File: config.mk
export PLATFORM = sky130hd
export DESIGN_NAME = fetch_sequencer
export DESIGN_NICKNAME = d
export VERILOG_FILES = /design/src/rtl/fetch_seq_pkg.sv /design/src/rtl/fetch_seq_perf.sv /design/src/rtl/fetch_sequencer.sv
export SDC_FILE = /design/constraint.sdc
export NUM_CORES = 1
export LEC_CHECK = 0
export ABC_AREA = 0
export BUFFER_PORTS_ARGS = -buffer_cell sky130_fd_sc_hd__buf_2
export CAP_MARGIN = 20
export CORE_ASPECT_RATIO = 0.5
export CORE_MARGIN = 1
export CORE_UTILIZATION = 30
export CTS_BUF_LIST = sky130_fd_sc_hd__clkbuf_2 sky130_fd_sc_hd__clkbuf_4 sky130_fd_sc_hd__clkbuf_8
export CTS_CLUSTER_DIAMETER = 120
export CTS_CLUSTER_SIZE = 24
export DETAILED_ROUTE_END_ITERATION = 10
export SKIP_CTS_REPAIR_TIMING = 1
export SLEW_MARGIN = 20
export SYNTH_ARGS = -nofsm -noshare
export SYNTH_HDL_FRONTEND = slang
export SYNTH_HIERARCHICAL = 1
export SYNTH_SLANG_ARGS = --single-unit
File: constraint.sdc
create_clock -name clk -period 2.1 [get_ports clk]
set_clock_uncertainty 0.15 [all_clocks]
set_input_delay 0.42 -clock clk [delete_from_list [all_inputs] [get_ports clk]]
set_output_delay 0.42 -clock clk [all_outputs]
set_load 0.005 [all_outputs]
File: src/rtl/fetch_seq_pkg.sv
// Shared types and defaults for the fetch-stage sequencer.
// Optional perf counters are enabled with FETCH_SEQ_PERF_EN.
package fetch_seq_pkg;

    localparam int PC_W_DEF    = 16;
    localparam int PC_STEP_DEF = 4;

    typedef enum logic [1:0] {
        BOOT  = 2'd0,
        RUN   = 2'd1,
        WAIT  = 2'd2,
        DRAIN = 2'd3
    } fetch_state_e;

endpackage

File: src/rtl/fetch_seq_perf.sv
// Saturating stall / redirect event counters for the fetch sequencer.
// Only instantiated when FETCH_SEQ_PERF_EN is defined.
module fetch_seq_perf (
    input  logic        clk,
    input  logic        rst,
    input  logic        stall_i,
    input  logic        redirect_i,
    output logic [15:0] stall_cnt_o,
    output logic [15:0] redirect_cnt_o
);

    logic [15:0] stall_q, stall_d;
    logic [15:0] redir_q, redir_d;

    always_comb begin
        stall_d = stall_q;
        redir_d = redir_q;
        if (stall_i && (stall_q != 16'hFFFF)) begin
            stall_d = stall_q + 16'd1;
        end
        if (redirect_i && (redir_q != 16'hFFFF)) begin
            redir_d = redir_q + 16'd1;
        end
    end

    always_ff @(posedge clk) begin
        if (rst) begin
            stall_q <= '0;
            redir_q <= '0;
        end else begin
            stall_q <= stall_d;
            redir_q <= redir_d;
        end
    end

    assign stall_cnt_o    = stall_q;
    assign redirect_cnt_o = redir_q;

endmodule

File: src/rtl/fetch_sequencer.sv
// Fetch-stage PC / imem handshake controller (BOOT, RUN, WAIT, DRAIN).
// Define FETCH_SEQ_PERF_EN to add stall_cnt / redirect_cnt outputs.
module fetch_sequencer
    import fetch_seq_pkg::*;
#(
    parameter int PC_W        = PC_W_DEF,
    parameter int PC_STEP     = PC_STEP_DEF,
    parameter int BOOT_CYCLES = 1
) (
    input  logic            clk,
    input  logic            rst,
    input  logic [PC_W-1:0] current_pc,
    input  logic            imem_ready,
    input  logic            hazard_stall,
    input  logic            redirect_vld,
    input  logic [PC_W-1:0] redirect_pc,
    output logic [PC_W-1:0] next_pc,
    output logic            pc_stall,
    output logic            imem_req,
    output logic            fetch_valid,
    output logic            if_id_stall,
    output logic            if_id_flush,
    output logic            id_ex_flush
`ifdef FETCH_SEQ_PERF_EN
    ,
    output logic [15:0]     stall_cnt,
    output logic [15:0]     redirect_cnt
`endif
);

    localparam int BW = (BOOT_CYCLES > 1) ? $clog2(BOOT_CYCLES) : 1;

    fetch_state_e    state_q, state_d;
    logic [PC_W-1:0] pend_pc_q, pend_pc_d;
    logic [BW-1:0]   boot_cnt_q, boot_cnt_d;
    logic [PC_W-1:0] seq_pc;
    logic            boot_done;

    assign seq_pc    = current_pc + PC_W'(PC_STEP);
    assign boot_done = (boot_cnt_q == BW'(BOOT_CYCLES - 1));

    always_comb begin
        state_d     = state_q;
        pend_pc_d   = pend_pc_q;
        boot_cnt_d  = boot_cnt_q;
        next_pc     = current_pc;
        pc_stall    = 1'b1;
        imem_req    = 1'b0;
        fetch_valid = 1'b0;
        if_id_stall = 1'b0;
        if_id_flush = 1'b0;
        id_ex_flush = 1'b0;

        unique case (state_q)
            BOOT: begin
                if (boot_done) begin
                    state_d = RUN;
                end else begin
                    boot_cnt_d = boot_cnt_q + BW'(1);
                end
            end
            RUN, WAIT: begin
                imem_req = 1'b1;
                if (redirect_vld) begin
                    if_id_flush = 1'b1;
                    id_ex_flush = 1'b1;
                    // A miss still outstanding must be drained first
                    if (imem_ready || (state_q == RUN)) begin
                        next_pc  = redirect_pc;
                        pc_stall = 1'b0;
                        state_d  = RUN;
                    end else begin
                        pend_pc_d = redirect_pc;
                        state_d   = DRAIN;
                    end
                end else if (hazard_stall) begin
                    if_id_stall = 1'b1;
                    id_ex_flush = 1'b1;
                    if (imem_ready) begin
                        state_d = RUN;
                    end
                end else if (imem_ready) begin
                    next_pc     = seq_pc;
                    pc_stall    = 1'b0;
                    fetch_valid = 1'b1;
                    state_d     = RUN;
                end else begin
                    state_d = WAIT;
                end
            end
            DRAIN: begin
                imem_req = 1'b1;
                if (redirect_vld) begin
                    pend_pc_d   = redirect_pc;
                    if_id_flush = 1'b1;
                    id_ex_flush = 1'b1;
                end
                if (imem_ready) begin
                    next_pc  = redirect_vld ? redirect_pc : pend_pc_q;
                    pc_stall = 1'b0;
                    state_d  = RUN;
                end
            end
            default: begin
                state_d = BOOT;
            end
        endcase

        if (rst) begin
            next_pc     = '0;
            pc_stall    = 1'b1;
            imem_req    = 1'b0;
            fetch_valid = 1'b0;
            if_id_stall = 1'b0;
            if_id_flush = 1'b0;
            id_ex_flush = 1'b0;
        end
    end

    always_ff @(posedge clk) begin
        if (rst) begin
            state_q    <= BOOT;
            pend_pc_q  <= '0;
            boot_cnt_q <= '0;
        end else begin
            state_q    <= state_d;
            pend_pc_q  <= pend_pc_d;
            boot_cnt_q <= boot_cnt_d;
        end
    end

`ifdef FETCH_SEQ_PERF_EN
    logic count_stall;

    assign count_stall = pc_stall && (state_q != BOOT);

    fetch_seq_perf u_perf (
        .clk            (clk),
        .rst            (rst),
        .stall_i        (count_stall),
        .redirect_i     (redirect_vld),
        .stall_cnt_o    (stall_cnt),
        .redirect_cnt_o (redirect_cnt)
    );
`endif

endmodule

# After elaboration in Yosys (flattened, before gate mapping)
# Index checks and enable logic that the tools add are counted.
# totals
word_cells	59
out_inout_bits	22
regBits	19
# op_classes
eq_ne	6
n_addsub	2
n_reduce_logical	6
muxes	42
# ops
cell	count
two-way mux 16 bit	9
case mux 16 bit (2 select lines)	2
two-way mux 1 bit	22
adder 16 x 3 -> 16 bit (second input constant)	1
two-way mux 2 bit	6
inequality test 2 bit (second input constant)	3
case mux 2 bit (3 select lines)	1
equality test 2 bit (second input constant)	2
case mux 1 bit (2 select lines)	2
AND reduction 3 bit	1
OR reduction 3 bit	1
equality test 2 x 1 -> 1 bit (second input constant)	1
logical NOT 2 bit	1
nonzero test 2 bit	1
OR reduction 2 bit	1
adder 1 bit (second input constant)	1
logical OR 1 bit	1

# Longest topological paths before layout
# Gate-level depths: netlist of run 1.
# logic_depth
ltp_word	6
depth_mapped	8
mapped_depth_nobuf	7

# Worst setup path before layout of run 1
# OpenSTA, ideal clock, no wires.
# synth_timing
kind	reg-to-output
from	register state_q[1]
to	output port next_pc[3]
arrival_time_ns	1.617
path_stages_with_launch	9
slack_ns	-0.087
t_required_ns	1.530
cell_sequence	dfxtp_1 -> inv_1 -> ha_1 -> or2_1 -> buf_2 -> a22oi_2 -> nand2_1 -> o22a_1 -> nor3_1
# synth_between
elab_chain_len	6
# synth_lines
item	line_no	rtl
from (decl)	fetch_sequencer.sv:33	fetch_state_e state_q, state_d;
from (signal assigned)	fetch_sequencer.sv:126	state_q <= state_d;
equality test 2 x 1 -> 1 bit	fetch_sequencer.sv:54, fetch_sequencer.sv:68	
logical OR 1 bit	fetch_sequencer.sv:68	if (imem_ready || (state_q == RUN)) begin
two-way mux 16 bit	fetch_sequencer.sv:68	
two-way mux 16 bit	fetch_sequencer.sv:64	if (redirect_vld) begin
case mux 16 bit (2 select lines) *	fetch_sequencer.sv:54	unique case (state_q)
two-way mux 16 bit *	fetch_sequencer.sv:109	if (rst) begin
to (decl)	fetch_sequencer.sv:17	output logic [PC_W-1:0] next_pc,
# Every way passes the cells marked *; elsewhere a longest branch is shown, timed or not.

# Final worst setup path of run 1
# layout_timing
from	register state_q[1]
to	output port next_pc[2]
# The elaborated chain is that of the path after synthesis.

==> results of run 1 <==
==> cells by family after synthesis <==
logic type	count (synthesis)	share of synthesized area, %
xor+xnor	7	3.05
mux	33	16.5
fa+ha+maj	4	2.49
flops	18	18.0
simple gates	98	23.5
compound gates	82	28.6
buf+inv	31	7.86
==> power breakdown <==
part / switching [mW] / internal, mW / leakage, nW
registers: 0.00899 / 0.353 / 0.147
logic: 0.320 / 0.327 / 1.35
clock network: 0.136 / 0.167 / 0.0288
==> worst max path at each step <==
| stage | start | end | slack (ns) | depth (start not counted) |
|---|---|---|---|---|
| 2_1_floorplan | state_q[1] | next_pc[3] | -0.03 | 8 |
| 3_3_place_gp | current_pc[2] | next_pc[6] | -0.27 | 8 |
| 3_5_place_dp | current_pc[2] | next_pc[6] | -0.31 | 8 |
| 4_1_cts | state_q[0] | next_pc[11] | -0.56 | 7 |
| 5_1_grt | state_q[1] | next_pc[2] | -0.50 | 9 |
| 6_report | state_q[1] | next_pc[2] | -0.42 | 9 |
==> flip-flops by register name (all words and copies together), names as in the netlist <==
register,cells
pend_pc_q,16
state_q,2
==> cell usage in the layout (no fill, tap or decap), types with 5 or more instances in the layout <==
cell        n
a21oi_1    14
a22oi_1     8
buf_2      54
buf_4      61
buf_6      12
dfxtp_1    16
inv_1       5
mux2i_1    32
nand2_1    16
nand3_1     5
nor2_1     36
nor3_1      5
o21ai_0     5
o21ai_1     9
o22ai_1     5
o2bb2ai_1   6
xnor2_1     6
==> worst max-delay path, stage by stage (launching register included) <==
cell      delay, ns
dfxtp_2        0.33
inv_2          0.08
ha_4           0.18
nor2_4         0.05
buf_6          0.13
o21ai_0        0.25
a221oi_1       0.13
or2_4          0.27
a21oi_2        0.13
buf_2          0.12
==> final cells by class <==
class	instances	area (um2)	share of cell area [%]
Inverter	9	36.3	1.12
Sequential cell	18	365	11.3
Timing Repair Buffer	133	961	29.8
Clock buffer	4	55.1	1.70
Multi-Input combinational cell	225	1700	52.7
Tap cell	88	110	3.41
==> routing by layer <==
metal | wire length (um) | part of all wire, % | vias up
li1 | - | - | 1232
met1 | 3580 | 48 | 1208
met2 | 3430 | 46 | 90
met3 | 377 | 5.1 | 9
met5 | 0 | 0 | -
met4 | 59 | 0.79 | 0
==> through the flow <==
step | instance area [um2] | hold WS, ns | std cells | TNS (ns)
final | 3230 | 0.259 | 477 | -5.02
after global routing | 3230 | 0.266 | 477 | -6.58
after CTS | 2900 | 0.264 | 471 | -8.38
after detailed placement | 2850 | 0.337 | 467 | -3.39
after global placement | 2850 | 0.326 | 467 | -2.99
after floorplan | 2010 | 0.313 | 273 | -0.0327
==> cells in the mapped netlist, drive strengths merged, types with 2 or more instances <==
cell type and count:
o2bb2ai 6, a221oi 5, or2 3, a22oi 10, xnor2 6, nor2b 5
clkbuf 7, mux2i 32, nor2 40, inv 8, o21ai 15, a21oi 17
o2111ai 2, nand3 6, nand4 3, a31oi 3, nor3b 2, nor3 7
o22ai 5, dfxtp 18, ha 4, and3 3, o211ai 5, nand2b 4
nand2 22, o221ai 2, a211oi 4, buf 15
==> summary.md, run 1 <==
| Metric | Value |
|---|---|
| Core Rows | `20` |
| Number of flops mapped to enable cells by yosys | `0` |
| RSZ-0062 raised after global routing | `true` |
| CTS tree | `yes` |
| Global Route met1 Usage | `~28%` |
| Outcome | `finished, violations left` |
| Hold EP | `pend_pc_q[3]` |
| Worst Reg2Reg Path Length in Cells | `8` |
| Initial antenna violation count | `0` |
| Via density per instance | `approximately 5.3` |
| Fmax | `between 0.3 and 0.4 GHz` |
| Worst IR Drop VDD | `0.202 mV` |
| Yosys top cell area share | `between 10% and 20%` |
| Clk_lat worst skew | `between 0.2 and 0.3 ns` |
| Total GRT Usage | `19.7%` |
| CTS root buf | `clkbuf_8` |
| Finish-stage setup viols | `21` |
| Crit share post-route | `120%` |
| Largest net degree at the start of global routing | `23` |
| Top Ports | `roughly 60` |
| Max Slew Vio Count | `0` |
| P&R area growth vs syn | `60.9%` |
| IO Port Bufs | `58` |
| Die footprint | `7040 um2` |
| Slack of the worst reg-to-reg path | `about 0.1 ns` |
| First DRT Iteration DRCs | `around 190` |
| HP Start | `redirect_pc[3]` |
| Final Hold Viols | `0` |
| Max_cap viols | `0` |
| Critical Path End Type | `primary output` |
| Reg2reg end | `pend_pc_q[9]` |
| Final worst setup slack | `-0.418 ns` |
| Synth area leader | `dfxtp_1` |
| Routed WL | `approximately 7.4 mm` |
| Ys async rst share | `0%` |
| Initial cell density of the core | `32.1%` |
| Final core utilization | `about half` |
| Share of cells above drive strength 1 | `a little under half` |
| Critical Path RT | `1.53 ns` |
| Fin nets | `between 400 and 500` |
| DR DRC count | `0` |
| Hold depth | `3` |
| Worst r2r src | `state_q[0]` |
| Synth unique cells | `54` |
| Core ar. | `6260 um2` |
| Post-DP HPWL | `between 5 and 6 mm` |
| YS warnings | `6` |
| Clock transition at the registers of the reported paths | `around 0.08 ns` |
| Failing checks | `negative setup slack` |
| Gate Count Post-Synth | `approximately 270` |
| Synth Cell Area | `~2000 um2` |
| Critical Path Source Type | `register` |
| Lkg Pwr | `roughly 1.5 nW` |
| Seq cells post-synth | `18` |
| Grt total ovfl | `0` |
| PD cells | `roughly 410 nW/um2` |
| Antenna Nets Post-Route | `0` |
| Clock Path Buffers | `2` |
| Met3 Use GR | `2.58%` |
| Sequential share of the synthesized area | `between 10% and 20%` |
| ANT cells | `0` |
| Critical Path AT | `1.95 ns` |
| Crit path kind | `register to primary output` |
| Tot Pwr | `1.31 mW` |
| Main synth FF type | `dfxtp_1` |
| Worst relative slew slack | `roughly four fifths` |
| Synth Net Count | `314` |
| Worst Hold Class | `primary input to register` |
| Fin crit period | `approximately 2.5 ns` |
| Worst Max-Slew Pin Slew | `roughly 0.3 ns` |
| Via count | `approximately 2500` |
| Fillers | `approximately 590` |
| Drt first pass iters | `5` |
| Chip width | `approximately 120 um` |
| Total CTS buffers | `3` |
| Htree depth | `1` |
| GP Congestion | `just under 0.9` |
| Mapped Avg Cell Area | `7.35 um2` |
| Global-route wire length before repair | `between 10 and 15 mm` |
| Place WS | `-0.314 ns` |
| Clock Sinks | `18` |
| Global route hottest layer | `met2` |
| Synth area leaders | `dfxtp_1, mux2i_1, nor2_1` |
| Die height | `roughly 60 um` |
| Met2 Track Usage GR | `around 32%` |
| Worst-path fanout max | `5` |
| Vias in the first global route | `approximately 2300` |
| Drt wl/cell | `roughly 16 um` |
Power figures use the tool's default switching activity.
==> run 2, diff against run 1 <==
--- a/config.mk
+++ b/config.mk
@@ -10,11 +10,13 @@
 export CAP_MARGIN = 20
 export CORE_ASPECT_RATIO = 0.5
 export CORE_MARGIN = 1
-export CORE_UTILIZATION = 30
+export CORE_UTILIZATION = 54
 export CTS_BUF_LIST = sky130_fd_sc_hd__clkbuf_2 sky130_fd_sc_hd__clkbuf_4 sky130_fd_sc_hd__clkbuf_8
 export CTS_CLUSTER_DIAMETER = 120
 export CTS_CLUSTER_SIZE = 24
 export DETAILED_ROUTE_END_ITERATION = 10
+export PLACE_DENSITY = 0.83
+export REMOVE_ABC_BUFFERS = 1
 export SKIP_CTS_REPAIR_TIMING = 1
 export SLEW_MARGIN = 20
 export SYNTH_ARGS = -nofsm -noshare
==> constraint.sdc (replaced) <==
create_clock -name clk -period 2.75 [get_ports clk]
set_clock_uncertainty 0.15 [all_clocks]
set_input_delay 0.55 -clock clk [delete_from_list [all_inputs] [get_ports clk]]
set_output_delay 0.55 -clock clk [all_outputs]
set_load 0.005 [all_outputs]
==> summary.md, run 2 (synthesis results as in run 1) <==
| Metric | Value |
|---|---|
| Most common cell after layout, fill and taps aside | `buf_2 (was buf_4)` |
| Grt total ovfl | `0 (unchanged)` |
| PD cells | `350 nW/um2 (was 406 nW/um2)` |
| TNS Setup | `0 ns (was -5.02 ns)` |
| Worst Max-Slew Pin Slew | `0.341 ns (was 0.304 ns)` |
| Drt first pass iters | `5 (unchanged)` |
| Max_cap viols | `0 (unchanged)` |
| Vias in the first global route | `2090 (was 2262)` |
| Critical Path Source Type | `register (unchanged)` |
| Core ar. | `3490 um2 (was 6260 um2)` |
| Worst Hold Class | `register to register (was primary input to register)` |
| CTS root buf | `clkbuf_8 (unchanged)` |
| Register Area | `365 um2 (unchanged)` |
| Lkg Pwr | `1.20 nW (was 1.53 nW)` |
| Initial antenna violation count | `0 (unchanged)` |
| Share of cells above drive strength 1 | `31.8% (was 47.6%)` |
| Initial cell density of the core | `57.5% (was 32.1%)` |
| Reg2reg end | `pend_pc_q[4] (was pend_pc_q[9])` |
| Area of the multi-input gates | `1550 um2 (was 1700 um2)` |
| Fin crit period | `between 2 and 3 ns` |
| Critical Path End Type | `primary output (unchanged)` |
| Crit path kind | `register to primary output (unchanged)` |
| Tot Pwr | `0.896 mW (was 1.31 mW)` |
| Slack of the worst reg-to-reg path | `0.64 ns (was 0.10 ns)` |
| Worst Reg2Reg Path Length in Cells | `7 (was 8)` |
| Outcome | `complete, no violations (was finished, violations left)` |
| Largest net degree at the start of global routing | `23 (unchanged)` |
| CTS tree | `yes (unchanged)` |
| Largest register by flop count | `pend_pc_q (unchanged)` |
| Max Slew Vio Count | `0 (unchanged)` |
| Critical Path AT | `2.02 ns (was 1.95 ns)` |
| Placed cell count | `378 (was 467)` |
| Finish-stage setup viols | `0 (was 21)` |
| Antenna Nets Post-Route | `0 (unchanged)` |
| Critical Path RT | `2.05 ns (was 1.53 ns)` |
| Biggest regs | `pend_pc_q x16, state_q x2 (unchanged)` |
| Hold EP | `pend_pc_q[11] (was pend_pc_q[3])` |
| Htree depth | `1 (unchanged)` |
| Worst-path fanout max | `8 (was 5)` |
| ANT cells | `0 (unchanged)` |
| Worst IR Drop VDD | `0.186 mV (was 0.202 mV)` |
| Top Ports | `59 (unchanged)` |
| Worst r2r src | `state_q[0] (unchanged)` |
| Die footprint | `3980 um2 (was 7040 um2)` |
| Fin nets | `379 (was 431)` |
| Largest register FFs | `16 (unchanged)` |
| Crit share post-route | `a little over nine tenths` |
| Clock Sinks | `18 (unchanged)` |
| Chip width | `88.2 um (was 118 um)` |
| HP Start | `pend_pc_q[11] (was redirect_pc[3])` |
| Total CTS buffers | `3 (unchanged)` |
| Drt wl/cell | `16.9 um (was 15.6 um)` |
| GP Congestion | `0.957 (was 0.894)` |
| Clock Path Buffers | `2 (unchanged)` |
| P&R area growth vs syn | `27.5% (was 60.9%)` |
| First DRT Iteration DRCs | `389 (was 192)` |
| Most frequent cells in the layout | `buf_2, nor2_1, mux2i_1, buf_4, nand2_1 (was buf_4, buf_2, nor2_1, mux2i_1)` |
| Worst relative slew slack | `77.3% (was 79.7%)` |
| Hold depth | `2 (was 3)` |
| Clk_lat worst skew | `0.27 ns (about the same)` |
| IO Port Bufs | `58 (unchanged)` |
| DR DRC count | `0 (unchanged)` |
| Global-route wire length before repair | `9.47 mm (was 11.0 mm)` |
| Post-DP HPWL | `4.54 mm (was 5.43 mm)` |
| Fillers | `271 (was 592)` |
| Fmax | `0.368 GHz` |
| Clock transition at the registers of the reported paths | `0.08 ns (about the same)` |
| Die height | `45.1 um (was 59.8 um)` |
| Via density per instance | `6.41 (was 5.32)` |
| Final Hold Viols | `0 (unchanged)` |
| Via count | `2488 (was 2539)` |
| Core Rows | `15 (was 20)` |
| Routed WL | `6.55 mm (was 7.45 mm)` |
| Fin cells | `388 (was 477)` |
| Total GRT Usage | `31.0% (was 19.7%)` |
[run 2: cell types whose count changed in the layout (fill, tap and decap cells not counted), sizes merged]
cell,change
clkinvlp,+1
clkbuf,+1
buf,-52
or2,-1
clkinv,-1
[run 2: cell type report]
cell class	count	area share, %
Timing Repair Buffer	82	19.2
Clock buffer	4	2.15
Sequential cell	18	14.3
Tap cell	51	2.49
Inverter	9	1.47
Multi-Input combinational cell	224	60.4
[run 2: through the flow]
| step | hold WS (ns) | cell area [um2] | setup slack [ns] | util [%] |
|---|---|---|---|---|
| 3_5_place_dp | 0.339 | 2380 | 0.0214 | 68.3 |
| 3_3_place_gp | 0.325 | 2380 | 0.0867 | 68.3 |
| 2_1_floorplan | 0.313 | 1880 | 0.331 | - |
| 4_1_cts | 0.363 | 2440 | -0.131 | 69.9 |
| 5_1_grt | 0.381 | 2560 | -0.0112 | 73.3 |
| 6_report | 0.359 | 2560 | 0.0301 | 73.3 |
[run 2: worst max-delay path: stages (launching register included)]
cell and delay, ns:
dfxtp_2 0.36, inv_2 0.07, ha_4 0.19, o21ai_4 0.30
o21ai_0 0.15, o32a_1 0.36, nor3_2 0.17, buf_2 0.14
[run 2: worst max path at each step]
stage / from / end / slack, ns / cells after the start
floorplan: state_q[1] / next_pc[7] / 0.33 / 6
global placement: current_pc[3] / next_pc[6] / 0.09 / 8
detailed placement: current_pc[3] / next_pc[6] / 0.02 / 8
CTS: state_q[0] / next_pc[13] / -0.13 / 8
global route: current_pc[3] / next_pc[6] / -0.01 / 8
finish: state_q[1] / next_pc[6] / 0.03 / 7
[run 2: power breakdown]
group	internal (mW)	leakage, nW	switching, mW
combinational	0.171	1.02	0.206
clock	0.128	0.0288	0.114
sequential	0.270	0.147	0.00669
total	0.569	1.20	0.327
[run 2: metal layers]
| metal | GRT usage (%) | up-vias | wire, um |
|---|---|---|---|
| met2 | 52.0 | 183 | 2980 |
| met3 | 9.32 | 29 | 711 |
| met4 | 7.74 | 0 | 189 |
| met1 | 39.8 | 1144 | 2670 |
| li1 | - | 1132 | - |
| met5 | 0 | - | 0 |
==> run 3, diff against run 2 <==
--- a/config.mk
+++ b/config.mk
@@ -10,12 +10,12 @@
 export CAP_MARGIN = 20
 export CORE_ASPECT_RATIO = 0.5
 export CORE_MARGIN = 1
-export CORE_UTILIZATION = 54
+export CORE_UTILIZATION = 49
 export CTS_BUF_LIST = sky130_fd_sc_hd__clkbuf_2 sky130_fd_sc_hd__clkbuf_4 sky130_fd_sc_hd__clkbuf_8
 export CTS_CLUSTER_DIAMETER = 120
 export CTS_CLUSTER_SIZE = 24
 export DETAILED_ROUTE_END_ITERATION = 10
-export PLACE_DENSITY = 0.83
+export PLACE_DENSITY = 0.79
 export REMOVE_ABC_BUFFERS = 1
 export SKIP_CTS_REPAIR_TIMING = 1
 export SLEW_MARGIN = 20
==> constraint.sdc (replaced) <==
create_clock -name clk -period 2.3 [get_ports clk]
set_clock_uncertainty 0.15 [all_clocks]
set_input_delay 0.46 -clock clk [delete_from_list [all_inputs] [get_ports clk]]
set_output_delay 0.46 -clock clk [all_outputs]
set_load 0.005 [all_outputs]
==> summary.md, run 3 (synthesis results as in run 1) <==
| Metric | Value |
|---|---|
| Outcome | `finished, violations left (was complete, no violations)` |
| Failing checks | `negative setup slack` |
| Slowest CP cell | `dfxtp_2 (unchanged)` |
| Crit share post-route | `114%` |
| Post-DP HPWL | `4.95 mm (was 4.54 mm)` |
| Crit-path max cell delay | `0.36 ns (about the same)` |
| Fillers | `246 (was 271)` |
| PD cells | `387 nW/um2 (was 350 nW/um2)` |
| Critical Path Source Type | `register (unchanged)` |
| ANT cells | `0 (unchanged)` |
| Global-route wire length before repair | `9.91 mm (was 9.47 mm)` |
| Lkg Pwr | `1.40 nW (was 1.20 nW)` |
| P&R area growth vs syn | `48.3% (was 27.5%)` |
| Top Ports | `59 (unchanged)` |
| Largest net degree at the start of global routing | `19 (was 23)` |
| Htree depth | `1 (unchanged)` |
| Chip width | `92.5 um (was 88.2 um)` |
| Core Rows | `16 (was 15)` |
| Clk_lat worst skew | `0.26 ns (was 0.27 ns)` |
| Critical Path End Type | `primary output (unchanged)` |
| Drt wl/cell | `19.3 um (was 16.9 um)` |
| Placed cell count | `413 (was 378)` |
| Clock transition at the registers of the reported paths | `0.08 ns (about the same)` |
| Drt first pass iters | `5 (unchanged)` |
| GP Congestion | `0.957 (about the same)` |
| CTS tree | `yes (unchanged)` |
| RSZ-0062 raised after global routing | `true` |
| Most common cell after layout, fill and taps aside | `buf_2 (unchanged)` |
| Sw Share | `37.6% (was 36.5%)` |
| Pint | `0.718 mW (was 0.569 mW)` |
| Antenna Nets Post-Route | `0 (unchanged)` |
| CTS root buf | `clkbuf_8 (unchanged)` |
| Most frequent CP cell | `buf_6` |
| Crit-path cells | `inv_4 -> ha_4 -> buf_6 -> o21ai_4 -> buf_6 -> o21ai_2 -> o32a_1 -> nor3_2 -> buf_2 (was inv_2 -> ha_4 -> o21ai_4 -> o21ai_0 -> o32a_1 -> nor3_2 -> buf_2)` |
| Final std cell area, no fill | `2980 um2 (was 2560 um2)` |
| Critical Path AT | `2.01 ns (was 2.02 ns)` |
| TNS Setup | `-3.16 ns (was 0 ns)` |
| Total CTS buffers | `3 (unchanged)` |
| Clock Path Buffers | `2 (unchanged)` |
| DR DRC count | `0 (unchanged)` |
| Placed Area | `2640 um2 (was 2380 um2)` |
| Worst IR Drop VDD | `0.229 mV (was 0.186 mV)` |
| Worst Max-Slew Pin Slew | `0.338 ns (was 0.341 ns)` |
| Worst Hold Class | `primary input to register (was register to register)` |
| Max Slew Vio Count | `0 (unchanged)` |
| Worst-path fanout max | `4 (was 8)` |
| Final Hold Viols | `0 (unchanged)` |
| Grt total ovfl | `0 (unchanged)` |
| P_sw | `0.432 mW (was 0.327 mW)` |
| Crit path kind | `register to primary output (unchanged)` |
| Initial antenna violation count | `0 (unchanged)` |
| Largest register by flop count | `pend_pc_q (unchanged)` |
| Die footprint | `4370 um2 (was 3980 um2)` |
| Sequential share of power | `28.8% (was 30.8%)` |
| Via density per instance | `6.61 (was 6.41)` |
| Clock power frac | `21.0% (was 27.1%)` |
| Initial cell density of the core | `51.4% (was 57.5%)` |
| Clock Sinks | `18 (unchanged)` |
| Max_cap viols | `0 (unchanged)` |
| Core ar. | `3900 um2 (was 3490 um2)` |
| Largest register FFs | `16 (unchanged)` |
| Hold Slack | `0.309 ns (was 0.359 ns)` |
| Total GRT Usage | `29.1% (was 31.0%)` |
| Final core utilization | `76.3% (was 73.3%)` |
| Fmax | `about 0.38 GHz` |
| Biggest regs | `pend_pc_q x16, state_q x2 (unchanged)` |
| Tot Pwr | `1.15 mW (was 0.896 mW)` |
| Finish-stage setup viols | `16 (was 0)` |
| Share of cells above drive strength 1 | `44.1% (was 31.8%)` |
| Most frequent cells in the layout | `buf_2, buf_4, nor2_1, mux2i_1, nand2_1 (was buf_2, nor2_1, mux2i_1, buf_4, nand2_1)` |
| Place WS | `-0.225 ns (was 0.0214 ns)` |
| Routed WL | `8.22 mm (was 6.55 mm)` |
| Combinational share of power | `50.2% (was 42.1%)` |
| First DRT Iteration DRCs | `452 (was 389)` |
| Vias in the first global route | `2191 (was 2090)` |
| IO Port Bufs | `58 (unchanged)` |
| Die height | `47.3 um (was 45.1 um)` |
| Worst relative slew slack | `77.5% (was 77.3%)` |
| Final worst setup slack | `-0.316 ns (was 0.0301 ns)` |
| Fin crit period | `between 2 and 3 ns` |
| Fin nets | `415 (was 379)` |
| Critical Path RT | `1.69 ns (was 2.05 ns)` |
| Fin cells | `426 (was 388)` |
| Via count | `2814 (was 2488)` |
-- run 3: changes by cell type in the layout (fill, tap and decap cells not counted), sizes merged --
cell	change
buf	+37
clkbuf	-2
-- run 3: power groups by stage --
stage	Clock (mW)	Sequential [mW]	Combinational (mW)
after floorplan	0	0.334	0.217
after CTS	0.237	0.329	0.459
after global routing	0.253	0.332	0.613
after global placement	0	0.334	0.445
final	0.241	0.331	0.578
after detailed placement	0	0.336	0.456
-- run 3: cell type report --
cell class | count | area [um2] | share of cell area [%]
Tap cell | 54 | 67.6 | 2.27
Multi-Input combinational cell | 224 | 1640 | 55.0
Inverter | 9 | 42.5 | 1.43
Clock buffer | 3 | 41.3 | 1.39
Timing Repair Buffer | 118 | 822 | 27.6
Sequential cell | 18 | 365 | 12.3
-- run 3: worst max-delay path, delay by kind of cell (launching register included) --
kind / cells / cell delay, ns
compound gates: 3 / 0.58
fa+ha+maj: 1 / 0.17
buf+inv: 4 / 0.47
flops: 1 / 0.36
simple gates: 1 / 0.14
-- run 3: routing by layer --
layer,part of all wire [%],GRT usage [%],vias to the layer above
li1,-,-,1202
met1,38,37.7,1267
met2,44,49.6,270
met3,12,5.83,75
met4,5.3,10.9,0
met5,0,0,-
-- run 3: worst paths after layout --
check | from | endpoint | slack [ns] | cells after the start
max | state_q[1] | next_pc[6] | -0.32 | 9
min | redirect_pc[1] | pend_pc_q[1] | 0.31 | 3
max reg2reg | state_q[0] | pend_pc_q[10] | 0.18 | 7
min reg2reg | pend_pc_q[11] | pend_pc_q[11] | 0.37 | 2
